===== config.mk =====
export PLATFORM = sky130hd
export DESIGN_NAME = lcd_mode_sequencer
export DESIGN_NICKNAME = d
export VERILOG_FILES = /design/src/rtl/lcd_mode_sequencer.sv
export SDC_FILE = /design/constraint.sdc
export NUM_CORES = 1
export LEC_CHECK = 0
export ABC_AREA = 1
export ABC_CLOCK_PERIOD_IN_PS = 2600
export BUFFER_PORTS_ARGS = -buffer_cell sky130_fd_sc_hd__buf_2
export CAP_MARGIN = 30
export CORE_UTILIZATION = 35
export CTS_CLUSTER_DIAMETER = 120
export DETAILED_ROUTE_END_ITERATION = 6
export PLACE_DENSITY = 0.55
export SYNTH_ARGS = -nofsm -noshare
export SYNTH_HDL_FRONTEND = slang
export SYNTH_SLANG_ARGS = --single-unit

===== constraint.sdc =====
create_clock -name clk2 -period 2.6 [get_ports clk2]
set_input_delay 0.26 -clock clk2 [delete_from_list [all_inputs] [get_ports clk2]]
set_output_delay 0.26 -clock clk2 [all_outputs]
set_load 0.005 [all_outputs]

===== src/rtl/lcd_mode_sequencer.sv =====
// LCD mode sequencer: dot/line timing, PPU mode FSM and STAT/VBlank interrupt generation.
// Optional macro LY153_EARLY_ZERO_EN: on line 153 the visible ly drops to 0 from dot 4 onward.
module lcd_mode_sequencer (
    input  logic       clk2,
    input  logic       reset_video,
    input  logic       lcd_en,
    input  logic [7:0] lyc,
    input  logic [3:0] stat_ie,
    input  logic       draw_done,
    output logic [7:0] ly,
    output logic [8:0] dot,
    output logic [1:0] mode,
    output logic       ly_eq_lyc,
    output logic       int_stat,
    output logic       int_vblank,
    output logic       line_start
);

    typedef enum logic [1:0] {
        HBLANK = 2'd0,
        VBLANK = 2'd1,
        OAM    = 2'd2,
        DRAW   = 2'd3
    } mode_t;

    mode_t      state;
    mode_t      state_next;
    logic       running;
    logic       running_next;
    logic [7:0] line;
    logic [7:0] line_next;
    logic [8:0] dot_next;
    logic [7:0] ly_next;
    logic       ly_eq_next;
    logic       int_stat_next;
    logic       int_vblank_next;
    logic       line_start_next;

    assign mode = state;

    // State register; reset clears everything and leaves the sequencer waiting for lcd_en.
    always_ff @(posedge clk2) begin
        if (reset_video) begin
            state      <= HBLANK;
            running    <= 1'b0;
            line       <= 8'd0;
            dot        <= 9'd0;
            ly         <= 8'd0;
            ly_eq_lyc  <= 1'b0;
            int_stat   <= 1'b0;
            int_vblank <= 1'b0;
            line_start <= 1'b0;
        end else begin
            state      <= state_next;
            running    <= running_next;
            line       <= line_next;
            dot        <= dot_next;
            ly         <= ly_next;
            ly_eq_lyc  <= ly_eq_next;
            int_stat   <= int_stat_next;
            int_vblank <= int_vblank_next;
            line_start <= line_start_next;
        end
    end

    // Next-state logic: counters, mode transitions and the registered interrupt sources.
    always_comb begin
        running_next    = running;
        dot_next        = dot;
        line_next       = line;
        state_next      = state;
        int_vblank_next = 1'b0;
        line_start_next = 1'b0;
        ly_next         = line;
        ly_eq_next      = 1'b0;
        int_stat_next   = 1'b0;

        if (!lcd_en) begin
            running_next = 1'b0;
            dot_next     = 9'd0;
            line_next    = 8'd0;
            state_next   = HBLANK;
        end else if (!running) begin
            // First enabled clock: begin a fresh frame in OAM scan.
            running_next    = 1'b1;
            dot_next        = 9'd0;
            line_next       = 8'd0;
            state_next      = OAM;
            line_start_next = 1'b1;
        end else begin
            if (dot == 9'd455) begin
                dot_next        = 9'd0;
                line_next       = (line == 8'd153) ? 8'd0 : line + 8'd1;
                line_start_next = 1'b1;
            end else begin
                dot_next = dot + 9'd1;
            end

            case (state)
                OAM: begin
                    if (dot_next == 9'd80) begin
                        state_next = DRAW;
                    end
                end
                DRAW: begin
                    // Early draw_done is ignored so DRAW always spans at least 172 dots.
                    if ((draw_done && (dot >= 9'd252)) || (dot_next == 9'd369)) begin
                        state_next = HBLANK;
                    end
                end
                HBLANK: begin
                    if (dot_next == 9'd0) begin
                        if (line_next == 8'd144) begin
                            state_next      = VBLANK;
                            int_vblank_next = 1'b1;
                        end else begin
                            state_next = OAM;
                        end
                    end
                end
                VBLANK: begin
                    if ((dot_next == 9'd0) && (line_next == 8'd0)) begin
                        state_next = OAM;
                    end
                end
                default: state_next = HBLANK;
            endcase
        end

`ifdef LY153_EARLY_ZERO_EN
        ly_next = (running_next && (line_next == 8'd153) && (dot_next >= 9'd4)) ? 8'd0 : line_next;
`else
        ly_next = line_next;
`endif

        ly_eq_next = lcd_en && (ly == lyc);

        // The VBlank-entry clock also raises the mode2 source, matching the original hardware.
        int_stat_next = lcd_en &&
                        (((state_next == HBLANK) && stat_ie[0]) ||
                         ((state_next == VBLANK) && stat_ie[1]) ||
                         ((state_next == OAM)    && stat_ie[2]) ||
                         (int_vblank_next        && stat_ie[2]) ||
                         (ly_eq_next             && stat_ie[3]));
    end

endmodule


==> impl_metrics.ini, run 1 <==
[power]
pwr-share-seq = 0.573
p_per_area_mw_per_mm2 = 294
power_frac_comb = 0.071
p_leak_nw = 1.15
intPower_uw = 496
p_clk_frac = 0.356
switching_share = 0.240
ir_drop_mv = 0.156
switching_power_uw = 156

[run]
maxCapViolCount = 0

[grt]
grt_max_degree = 19
grt_usage = 0.184
grt_antenna_before_repair = 0
grt.overflow.total = 0
grt_pass1_wl_um = 7920
grt_pass1_vias = 1736

[floorplan]
coreArea_mm2 = 0.00517
die_area_mm2 = 0.00575
initial_utilization = 0.369
ios = 39
die_w_um = 75.8
dieHeight_um = 75.8
row_count = 26

[timing]
clock.fmax_mhz = 433
rsz0062_at_grt = false
hold_viol_final = 0
worst_pin_slew_ns = 0.572
finalSetupViolCount = 0
report.final.slew_viol_count = 0
setup_tns_ns = 0
fin_crit_ns = 2.31
maxSlewHeadroom = 0.616
holdWs_ns = 0.191
fin_crit_sh = 0.889
fin_worst_skew_ns = 0.0123

[yosys]
synth_compound_gate_area_share = 0.0564
ys_ff_latch = 24
yosysTopAreaCellShare = 0.252
yosys.area_share.adder = 0.0262
synth_mux_area_frac = 0
syn_inst = 305
synth_area_leaders = dfxtp_1 25%, nand2_1 15%, nor2_1 10%, inv_1 7.7%, nand3_1 6.0%
netlist-cell-type-count = 32
yosysWarnings = 0
synth_top_family_by_area = simple AND/OR/NAND/NOR gates
ys_seq_area_frac = 0.252
avgSynthCellArea_um2 = 6.25
synth_area_leader_cell = dfxtp_1
synth-xor-area-share = 0.0138
synth_area_mm2 = 0.00191
syn-num-nets = 325
synthSimpleGateAreaFrac = 0.549

[layout]
final_common_cell = nand2_1
layout-drive-gt1-share = 0.276
area_growth_pct = 16.5
n_antenna_cell = 0
nNetsFinal = 366
layout_common_cells = 77 x nand2_1, 53 x nor2_1, 39 x inv_1, 38 x buf_2, 23 x nand3_1

[cts]
root_buffer = clkbuf_8
cts_buffers = 3
cts_max_level = 1
clock_sinks = 24
clkLatencyLatePin_ns = 0.28
cts_buffer_depth = 2
cts_tree = built
clk_pin_slew_worst_paths_ns = 0.10

[critical_path]
crit_family = simple AND/OR/NAND/NOR gates
r2r_cells = 18
required_ns = 2.77
critPathArrivalTime_ns = 2.48
crit_buf_inv = 1
r2r_slack_ns = 0.29
cp-start-kind = flip-flop
path_cells = ha_2 -> nand2_4 -> inv_4 -> nand2_4 -> nor2_8 -> nand3_1 -> nand3_1 -> nand2_1 -> nor2_1 -> nand3_1 -> nand2_1 -> nand3_2 -> nand2_2 -> nand2_1 -> nand3_1 -> nand2_1 -> nor2_1 -> nor2_1
crit_start = dot[0]$_SDFF_PP0_
r2r_start = dot[0]$_SDFF_PP0_
worstSetupEndpointType = flip-flop
cpMaxStageDelayCell = dfxtp_1
path_class = flip-flop to flip-flop
cp_max_fo = 10
rr_endpoint = int_stat$_SDFF_PP0_
critPathMaxStageDelay_ns = 0.39

[place]
dp_hpwl_um = 3750
gp_congestion = 0.825
portBuffers = 38

[detailed_routing]
post_drt_wl_per_cell_um = 11.4
drtPass1Iterations = 4
drc_errors = 0
vias = 1925
antenna_left = 0
detail_route.iter0.violations = 116
drt_wl_total_um = 4730
via_per_inst = 4.65

[worst_hold_path]
hold_class = input pin to flip-flop
min_to = ly_eq_lyc$_SDFF_PP0_
hold_path.startpoint = reset_video
hold_path_depth = 2

[outcome]
status = finished, final reports clean
registers in the layout, indices dropped and copies added, names as in the netlist:
register and count:
dot 9, int_stat 1, int_vblank 1, line 8, line_start 1, ly_eq_lyc 1
mode 2, running 1
per-stage QoR:
stage | util | instances | total power, mW | instance area [um^2] | worst slack, ns
final | 0.430 | 414 | 0.652 | 2220 | 0.289
after global routing | 0.430 | 414 | 0.686 | 2220 | 0.00209
after CTS | 0.429 | 414 | 0.663 | 2220 | 0.198
after detailed placement | 0.421 | 411 | 0.430 | 2180 | 0.240
after global placement | 0.421 | 411 | 0.430 | 2180 | 0.274
after floorplan | - | 305 | 0.408 | 1910 | 0.577
synthesized netlist by cell type:
master	instances
a21boi_2	1
nor2_2	2
nor4_1	1
a21oi_2	1
nand2_1	77
ha_1	4
nor2_1	53
xor2_1	3
nand3_2	11
a211oi_1	1
nor2_4	7
buf_2	1
nand2_4	3
clkinv_1	2
nor3_2	1
inv_4	1
nand3_1	23
nor3_4	1
o21ai_0	6
o22ai_1	1
nand2_2	15
a21oi_1	6
nand4_1	6
nor2_8	1
dfxtp_1	24
inv_1	39
nand3b_1	2
a221oi_1	1
nor3_1	2
inv_2	7
o21ai_1	1
clkbuf_1	1
logic make-up (layout without fill, tap and decap cells):
logic type	Yosys count	count (layout)
AO/OA/AOI/OAI	18	18
buffers and inverters	51	90
adder cells (fa/ha/maj)	4	4
flip-flops	24	24
AND/OR/NAND/NOR	205	205
XOR/XNOR	3	3
metal layers:
| layer | GRT usage | vias up | wire, um |
|---|---|---|---|
| met4 | 0.0556 | 0 | 59 |
| met2 | 0.292 | 41 | 2110 |
| met3 | 0.0251 | 5 | 141 |
| met1 | 0.259 | 849 | 2420 |
| li1 | - | 1030 | - |
| met5 | 0 | - | 0 |
how the worst max path moves through the flow:
stage	endpoint	depth (start not counted)
global route	int_stat$_SDFF_PP0_	18
CTS	int_stat$_SDFF_PP0_	18
detailed placement	int_stat$_SDFF_PP0_	18
global placement	int_stat$_SDFF_PP0_	18
floorplan	int_stat$_SDFF_PP0_	18
finish	int_stat$_SDFF_PP0_	18
worst reg2reg max path: stages (launching register included):
cell	delay, ns
dfxtp_1	0.39
ha_2	0.25
nand2_4	0.10
inv_4	0.14
nand2_4	0.08
nor2_8	0.17
nand3_1	0.09
nand3_1	0.13
nand2_1	0.07
nor2_1	0.14
nand3_1	0.09
nand2_1	0.08
nand3_2	0.07
nand2_2	0.08
nand2_1	0.06
nand3_1	0.06
nand2_1	0.05
nor2_1	0.10
nor2_1	0.04
final cells by class:
class	count	area, um^2
sequential	24	483
timing repair buffer	38	190
multi-input combinational	230	1230
inverter	49	186
tap	70	87.6
fill	565	2950
clock buffer	3	41.3
power groups by stage:
| stage | clock network (mW) | logic, mW | registers, mW |
|---|---|---|---|
| after floorplan | 0 | 0.0248 | 0.383 |
| after global placement | 0 | 0.0470 | 0.383 |
| after detailed placement | 0 | 0.0470 | 0.383 |
| after CTS | 0.242 | 0.0473 | 0.374 |
| after global routing | 0.257 | 0.0536 | 0.375 |
| final | 0.232 | 0.0465 | 0.374 |
repair_timing:
| action | 4_1_cts | 5_1_grt |
|---|---|---|
| hold buffers | 0 | 0 |
| setup endpoints to repair | 0 | 1 |
| endpoints found under the hold margin | 0 | 0 |
| gates resized for setup | 0 | 3 |
| setup buffers | 0 | 0 |
(Power assumes the default switching activity.)
==> run 2, diff against run 1 <==
--- a/config.mk
+++ b/config.mk
@@ -12,6 +12,7 @@
 export CORE_UTILIZATION = 35
 export CTS_CLUSTER_DIAMETER = 120
 export DETAILED_ROUTE_END_ITERATION = 6
+export GPL_TIMING_DRIVEN = 0
 export PLACE_DENSITY = 0.55
 export SYNTH_ARGS = -nofsm -noshare
 export SYNTH_HDL_FRONTEND = slang
==> impl_metrics.ini, run 2 (synthesis gave the netlist of run 1 again) <==
[outcome]
status = finished, final reports clean

[critical_path]
critPathMaxStageDelay_ns = 0.37
cp-start-kind = flip-flop
r2r_slack_ns = 0.30
rr_endpoint = int_stat$_SDFF_PP0_
cp_max_fo = 7
crit_family = simple AND/OR/NAND/NOR gates
critPathArrivalTime_ns = 2.46
path_class = flip-flop to flip-flop
worstSetupEndpointType = flip-flop
crit_cells = 19
required_ns = 2.76
cpMaxStageDelayCell = dfxtp_2
crit_start = line[1]$_SDFF_PP0_
endpoint = int_stat$_SDFF_PP0_
r2r_cells = 19
crit_buf_inv = 2
path_cells = inv_1 -> ha_1 -> nand2_1 -> clkinv_1 -> nand2_1 -> nor2_2 -> nor2_1 -> nand2_1 -> nand2_1 -> nor2_1 -> nand2_2 -> nor2_4 -> nand2_2 -> nand3_2 -> nand3_1 -> nand3_1 -> nand2_1 -> nor2_1 -> nor2_1
worst_path_most_repeated_cell = nand2_1
r2r_start = line[1]$_SDFF_PP0_

[timing]
worst_pin_slew_ns = 0.449
fin_worst_skew_ns = 0.00389
fin_crit_ns = 2.30
setup_tns_ns = 0
finalSetupViolCount = 0
fin_crit_sh = 0.883
holdWs_ns = 0.201
clock.fmax_mhz = 436
rsz0062_at_grt = false
hold_viol_final = 0
maxSlewHeadroom = 0.698
report.final.slew_viol_count = 0

[place]
placedCellCount = 413
portBuffers = 38
gp_congestion = 0.828
dp_hpwl_um = 3780

[layout]
final_common_cell = nand2_1
n_antenna_cell = 0
top_register = dot
layout_common_cells = 77 x nand2_1, 52 x nor2_1, 39 x inv_1, 39 x buf_2, 23 x nand3_1
largest_reg_flops = 9
final_cells = 417
area_growth_pct = 17.8
post-route-util = 0.434
nNetsFinal = 368
layout-drive-gt1-share = 0.282

[cts]
clk_pin_slew_worst_paths_ns = 0.08
cts_tree = built
postCtsSetupBuffers = 0
root_buffer = clkbuf_8
cts_buffer_depth = 2
cts_buffers = 3
clkLatencyLatePin_ns = 0.26
clock_sinks = 24
cts_max_level = 1

[detailed_routing]
drt_wl_total_um = 4640
antenna_left = 0
detail_route.iter0.violations = 124
drtPass1Iterations = 4
via_per_inst = 4.55
drc_errors = 0
vias = 1896
post_drt_wl_per_cell_um = 11.1

[grt]
grt_pass1_vias = 1668
grt_pass1_wl_um = 7600
grt_max_degree = 14
grt_antenna_before_repair = 0
grt_usage = 0.175
grt.overflow.total = 0

[run]
maxCapViolCount = 0

[floorplan]
die_w_um = 75.8
initial_utilization = 0.369
die_area_mm2 = 0.00575
row_count = 26
coreArea_mm2 = 0.00517
dieHeight_um = 75.8
ios = 39

[worst_hold_path]
hold_class = input pin to flip-flop

[power]
p_per_area_mw_per_mm2 = 300
p_leak_nw = 1.16
ir_drop_mv = 0.153
run 2: cell types whose count changed in the layout (fill, tap and decap cells not counted):
cell,change
clkbuf_1,+1
nor2_1,-1
clkbuf_8,+1
nor2_2,+1
buf_2,+1
run 2: power breakdown:
group	internal [mW]	switching (mW)
clock	0.135	0.118
sequential	0.371	0.00249
combinational	0.0209	0.0256
total	0.527	0.146
run 2: what timing repair did:
action,CTS,global route
setup endpoints to repair,0,1
hold buffers,0,0
gates resized for setup,0,4
run 2: layout make-up:
cell class                 instances  area (um^2)
buffer                             2         8.76
clock buffer                       4         55.1
fill                             570         2930
inverter                          49          186
multi-input combinational        230         1240
sequential                        24          483
tap                               70         87.6
timing repair buffer              38          190
run 2: per-stage QoR:
stage                     power, mW  cell area (um^2)  setup WS (ns)
after floorplan               0.408              1910          0.577
after global placement        0.429              2180          0.230
after detailed placement      0.429              2180          0.263
after CTS                     0.684              2240          0.236
after global routing          0.706              2250         0.0243
final                         0.673              2250          0.305
run 2: worst min-delay path by stage:
| stage | from | end | cells past startpoint |
|---|---|---|---|
| after floorplan | reset_video | ly_eq_lyc$_SDFF_PP0_ | 1 |
| after CTS | reset_video | ly_eq_lyc$_SDFF_PP0_ | 2 |
| final | reset_video | ly_eq_lyc$_SDFF_PP0_ | 2 |
| after global placement | dot[0]$_SDFF_PP0_ | dot[0]$_SDFF_PP0_ | 1 |
| after global routing | reset_video | ly_eq_lyc$_SDFF_PP0_ | 2 |
| after detailed placement | running$_SDFF_PP0_ | line_start$_SDFF_PP0_ | 1 |
run 2: worst register-to-register path: cells and delay by family (launching register included):
kind / cells / cell delay, ns
simple gates: 16 / 1.51
buf+inv: 2 / 0.16
flops: 1 / 0.37
fa+ha+maj: 1 / 0.15
run 2: routing by layer:
metal  global-route usage  part of all wire
met1                0.245              0.52
met2                0.286              0.43
met3               0.0159             0.036
met4               0.0494            0.0073
met5                    0                 0
==> run 3, diff against run 2 <==
--- a/config.mk
+++ b/config.mk
@@ -5,15 +5,15 @@
 export SDC_FILE = /design/constraint.sdc
 export NUM_CORES = 1
 export LEC_CHECK = 0
-export ABC_AREA = 1
-export ABC_CLOCK_PERIOD_IN_PS = 2600
+export ABC_AREA = 0
+export ABC_CLOCK_PERIOD_IN_PS = 2300
 export BUFFER_PORTS_ARGS = -buffer_cell sky130_fd_sc_hd__buf_2
 export CAP_MARGIN = 30
 export CORE_UTILIZATION = 35
 export CTS_CLUSTER_DIAMETER = 120
 export DETAILED_ROUTE_END_ITERATION = 6
 export GPL_TIMING_DRIVEN = 0
-export PLACE_DENSITY = 0.55
+export PLACE_DENSITY = 0.56
 export SYNTH_ARGS = -nofsm -noshare
 export SYNTH_HDL_FRONTEND = slang
 export SYNTH_SLANG_ARGS = --single-unit
==> constraint.sdc (replaced) <==
create_clock -name clk2 -period 2.3 [get_ports clk2]
set_input_delay 0.23 -clock clk2 [delete_from_list [all_inputs] [get_ports clk2]]
set_output_delay 0.23 -clock clk2 [all_outputs]
set_load 0.005 [all_outputs]
==> impl_metrics.ini, run 3 <==
[outcome]
status = finished with violations
violations = setup timing

[cts]
clk_pin_slew_worst_paths_ns = 0.09
cts_tree = built
clock_sinks = 24
root_buffer = clkbuf_8
cts_hold_buf = 0
cts_buffer_depth = 2
cts_max_level = 1
cts_buffers = 3
clkLatencyLatePin_ns = 0.27

[timing]
report.final.slew_viol_count = 0
fin_ws_ns = -0.756
rsz0062_at_grt = true
hold_viol_final = 0
worst_pin_slew_ns = 0.595
fin_worst_skew_ns = 0.00740
setup_tns_ns = -1.68
maxSlewHeadroom = 0.599
fin_crit_ns = 3.06
finalSetupViolCount = 3
clock.fmax_mhz = 327
fin_crit_sh = 1.33

[detailed_routing]
post_drt_wl_per_cell_um = 14.9
drt_wl_total_um = 4430
drc_errors = 0
via_per_inst = 5.55
vias = 1648
detail_route.iter0.violations = 52
antenna_left = 0
drtPass1Iterations = 4

[floorplan]
coreArea_mm2 = 0.00438
die_w_um = 69.8
dieHeight_um = 69.8
row_count = 24
initial_utilization = 0.366
ios = 39
die_area_mm2 = 0.00487

[yosys]
synth_commonest_cells = 24 x dfxtp_1, 15 x nor2_1, 15 x xnor2_1
synth-async-reset-ratio = 0
synth_edf_count = 0
ys_ff_latch = 24
syn-num-nets = 218
netlist-cell-type-count = 49
synth_area_mm2 = 0.00161
ys.flop_type = dfxtp_1
yosysTopAreaCellShare = 0.299
synth_area_leaders = dfxtp_1 30%, xnor2_1 8.2%, nor3_1 4.0%, nor2_1 3.5%, ha_1 3.1%
syn_inst = 198
ys_seq_area_frac = 0.299
synth_area_leader_cell = dfxtp_1
avgSynthCellArea_um2 = 8.11
synth.most_common_cell = dfxtp_1
yosysWarnings = 0

[critical_path]
critPathMaxStageDelay_ns = 0.55
required_ns = 2.52
r2r_start = dot[5]$_SDFF_PP0_
critPathArrivalTime_ns = 3.27
path_cells = or4b_4 -> buf_6 -> nor4_4 -> mux2_4 -> a2111oi_4 -> a211oi_2 -> or4b_1 -> a21oi_2 -> o31a_1
crit_buf_inv = 1
crit_start = dot[5]$_SDFF_PP0_
r2r_slack_ns = -0.76
worstSetupEndpointType = flip-flop
cpMaxStageDelayCell = or4b_1
rr_endpoint = int_stat$_SDFF_PP0_
crit_cells = 9
endpoint = int_stat$_SDFF_PP0_
crit_family = simple AND/OR/NAND/NOR gates
path_class = flip-flop to flip-flop
cp-start-kind = flip-flop
cp_max_fo = 3
r2r_cells = 9

[layout]
layout_common_cells = 38 x buf_2, 19 x dfxtp_1, 15 x xnor2_1
largest_reg_flops = 9
nNetsFinal = 267
regArea_um2 = 494
area_growth_pct = 33.4
final_cells = 297
layout-drive-gt1-share = 0.347
top_register = dot
nFillCells = 440
n_antenna_cell = 0
final_common_cell = buf_2
multi_input_area_mm2 = 0.00117

[run]
maxCapViolCount = 0

[grt]
grt-busiest-layer = met2
grt_usage = 0.184
use_met2 = 0.283
gr-usage-met3 = 0.0218
grt_max_degree = 13
grt_use_met1 = 0.272
grt_pass1_vias = 1503
grt.overflow.total = 0
grt_antenna_before_repair = 0
grt_pass1_wl_um = 7260

[power]
p_per_area_mw_per_mm2 = 337
p_leak_nw = 0.799
ir_drop_mv = 0.237

[place]
portBuffers = 38
placedCellCount = 288
gp_congestion = 0.803
dp_hpwl_um = 3080

[worst_hold_path]
hold_class = input pin to flip-flop
run 3: cell types whose count changed after synthesis, sizes merged, moves of 10 or more:
cell / before / now
inv: 47 / 8
nand3: 34 / 6
xnor2: 0 / 15
nand2: 95 / 11
nor2: 63 / 15
clkbuf: 1 / 11
run 3: worst min-delay path by stage:
stage | from | to | slack, ns | cells past startpoint
6_report | reset_video | ly_eq_lyc$_SDFF_PP0_ | 0.16 | 2
5_1_grt | reset_video | mode[0]$_SDFF_PP0_ | 0.16 | 2
4_1_cts | reset_video | mode[0]$_SDFF_PP0_ | 0.16 | 2
3_5_place_dp | reset_video | mode[0]$_SDFF_PP0_ | 0.45 | 2
3_3_place_gp | reset_video | mode[0]$_SDFF_PP0_ | 0.44 | 2
2_1_floorplan | reset_video | mode[0]$_SDFF_PP0_ | 0.30 | 1
run 3: stage by stage:
stage | power (mW) | area [um^2] | hold WS [ns] | utilization | setup slack (ns)
after floorplan | 0.454 | 1620 | 0.302 | - | -0.831
after global placement | 0.478 | 1880 | 0.442 | 0.429 | -1.14
after detailed placement | 0.478 | 1880 | 0.446 | 0.429 | -1.15
after CTS | 0.730 | 2080 | 0.158 | 0.475 | -0.932
after global routing | 0.755 | 2140 | 0.161 | 0.489 | -0.863
final | 0.722 | 2140 | 0.162 | 0.489 | -0.756
run 3: cell families after synthesis:
family | after synthesis | share of synthesized area
buf+inv | 23 | 0.0662
mux | 2 | 0.0132
xor+xnor | 18 | 0.0981
flops | 24 | 0.299
simple gates | 86 | 0.298
compound gates | 41 | 0.195
fa+ha+maj | 4 | 0.0312
run 3: power by group:
group          switching (mW)  total (mW)  internal [mW]
clock                   0.135       0.253          0.117
sequential            0.00411       0.420          0.416
combinational          0.0244      0.0495         0.0251
total                   0.164       0.722          0.558
run 3: layer usage:
| layer | wire, um | part of all wire |
|---|---|---|
| met5 | 0 | 0 |
| met4 | 53 | 0.012 |
| met3 | 149 | 0.034 |
| met2 | 2030 | 0.46 |
| met1 | 2200 | 0.50 |
run 3: what timing repair did:
| item | 4_1_cts | 5_1_grt |
|---|---|---|
| pin swaps | 9 | 8 |
| resized for setup | 26 | 15 |
| setup buffers | 11 | 2 |
| setup endpoints to repair | 7 | 8 |
run 3: final cells by class:
cell class | instances | area share
well taps | 52 | 0.0304
flip-flops and latches | 24 | 0.231
plain buffers | 8 | 0.0222
clock buffers | 3 | 0.0193
multi-input cells | 151 | 0.548
inverters | 8 | 0.0140
repair buffers | 51 | 0.136
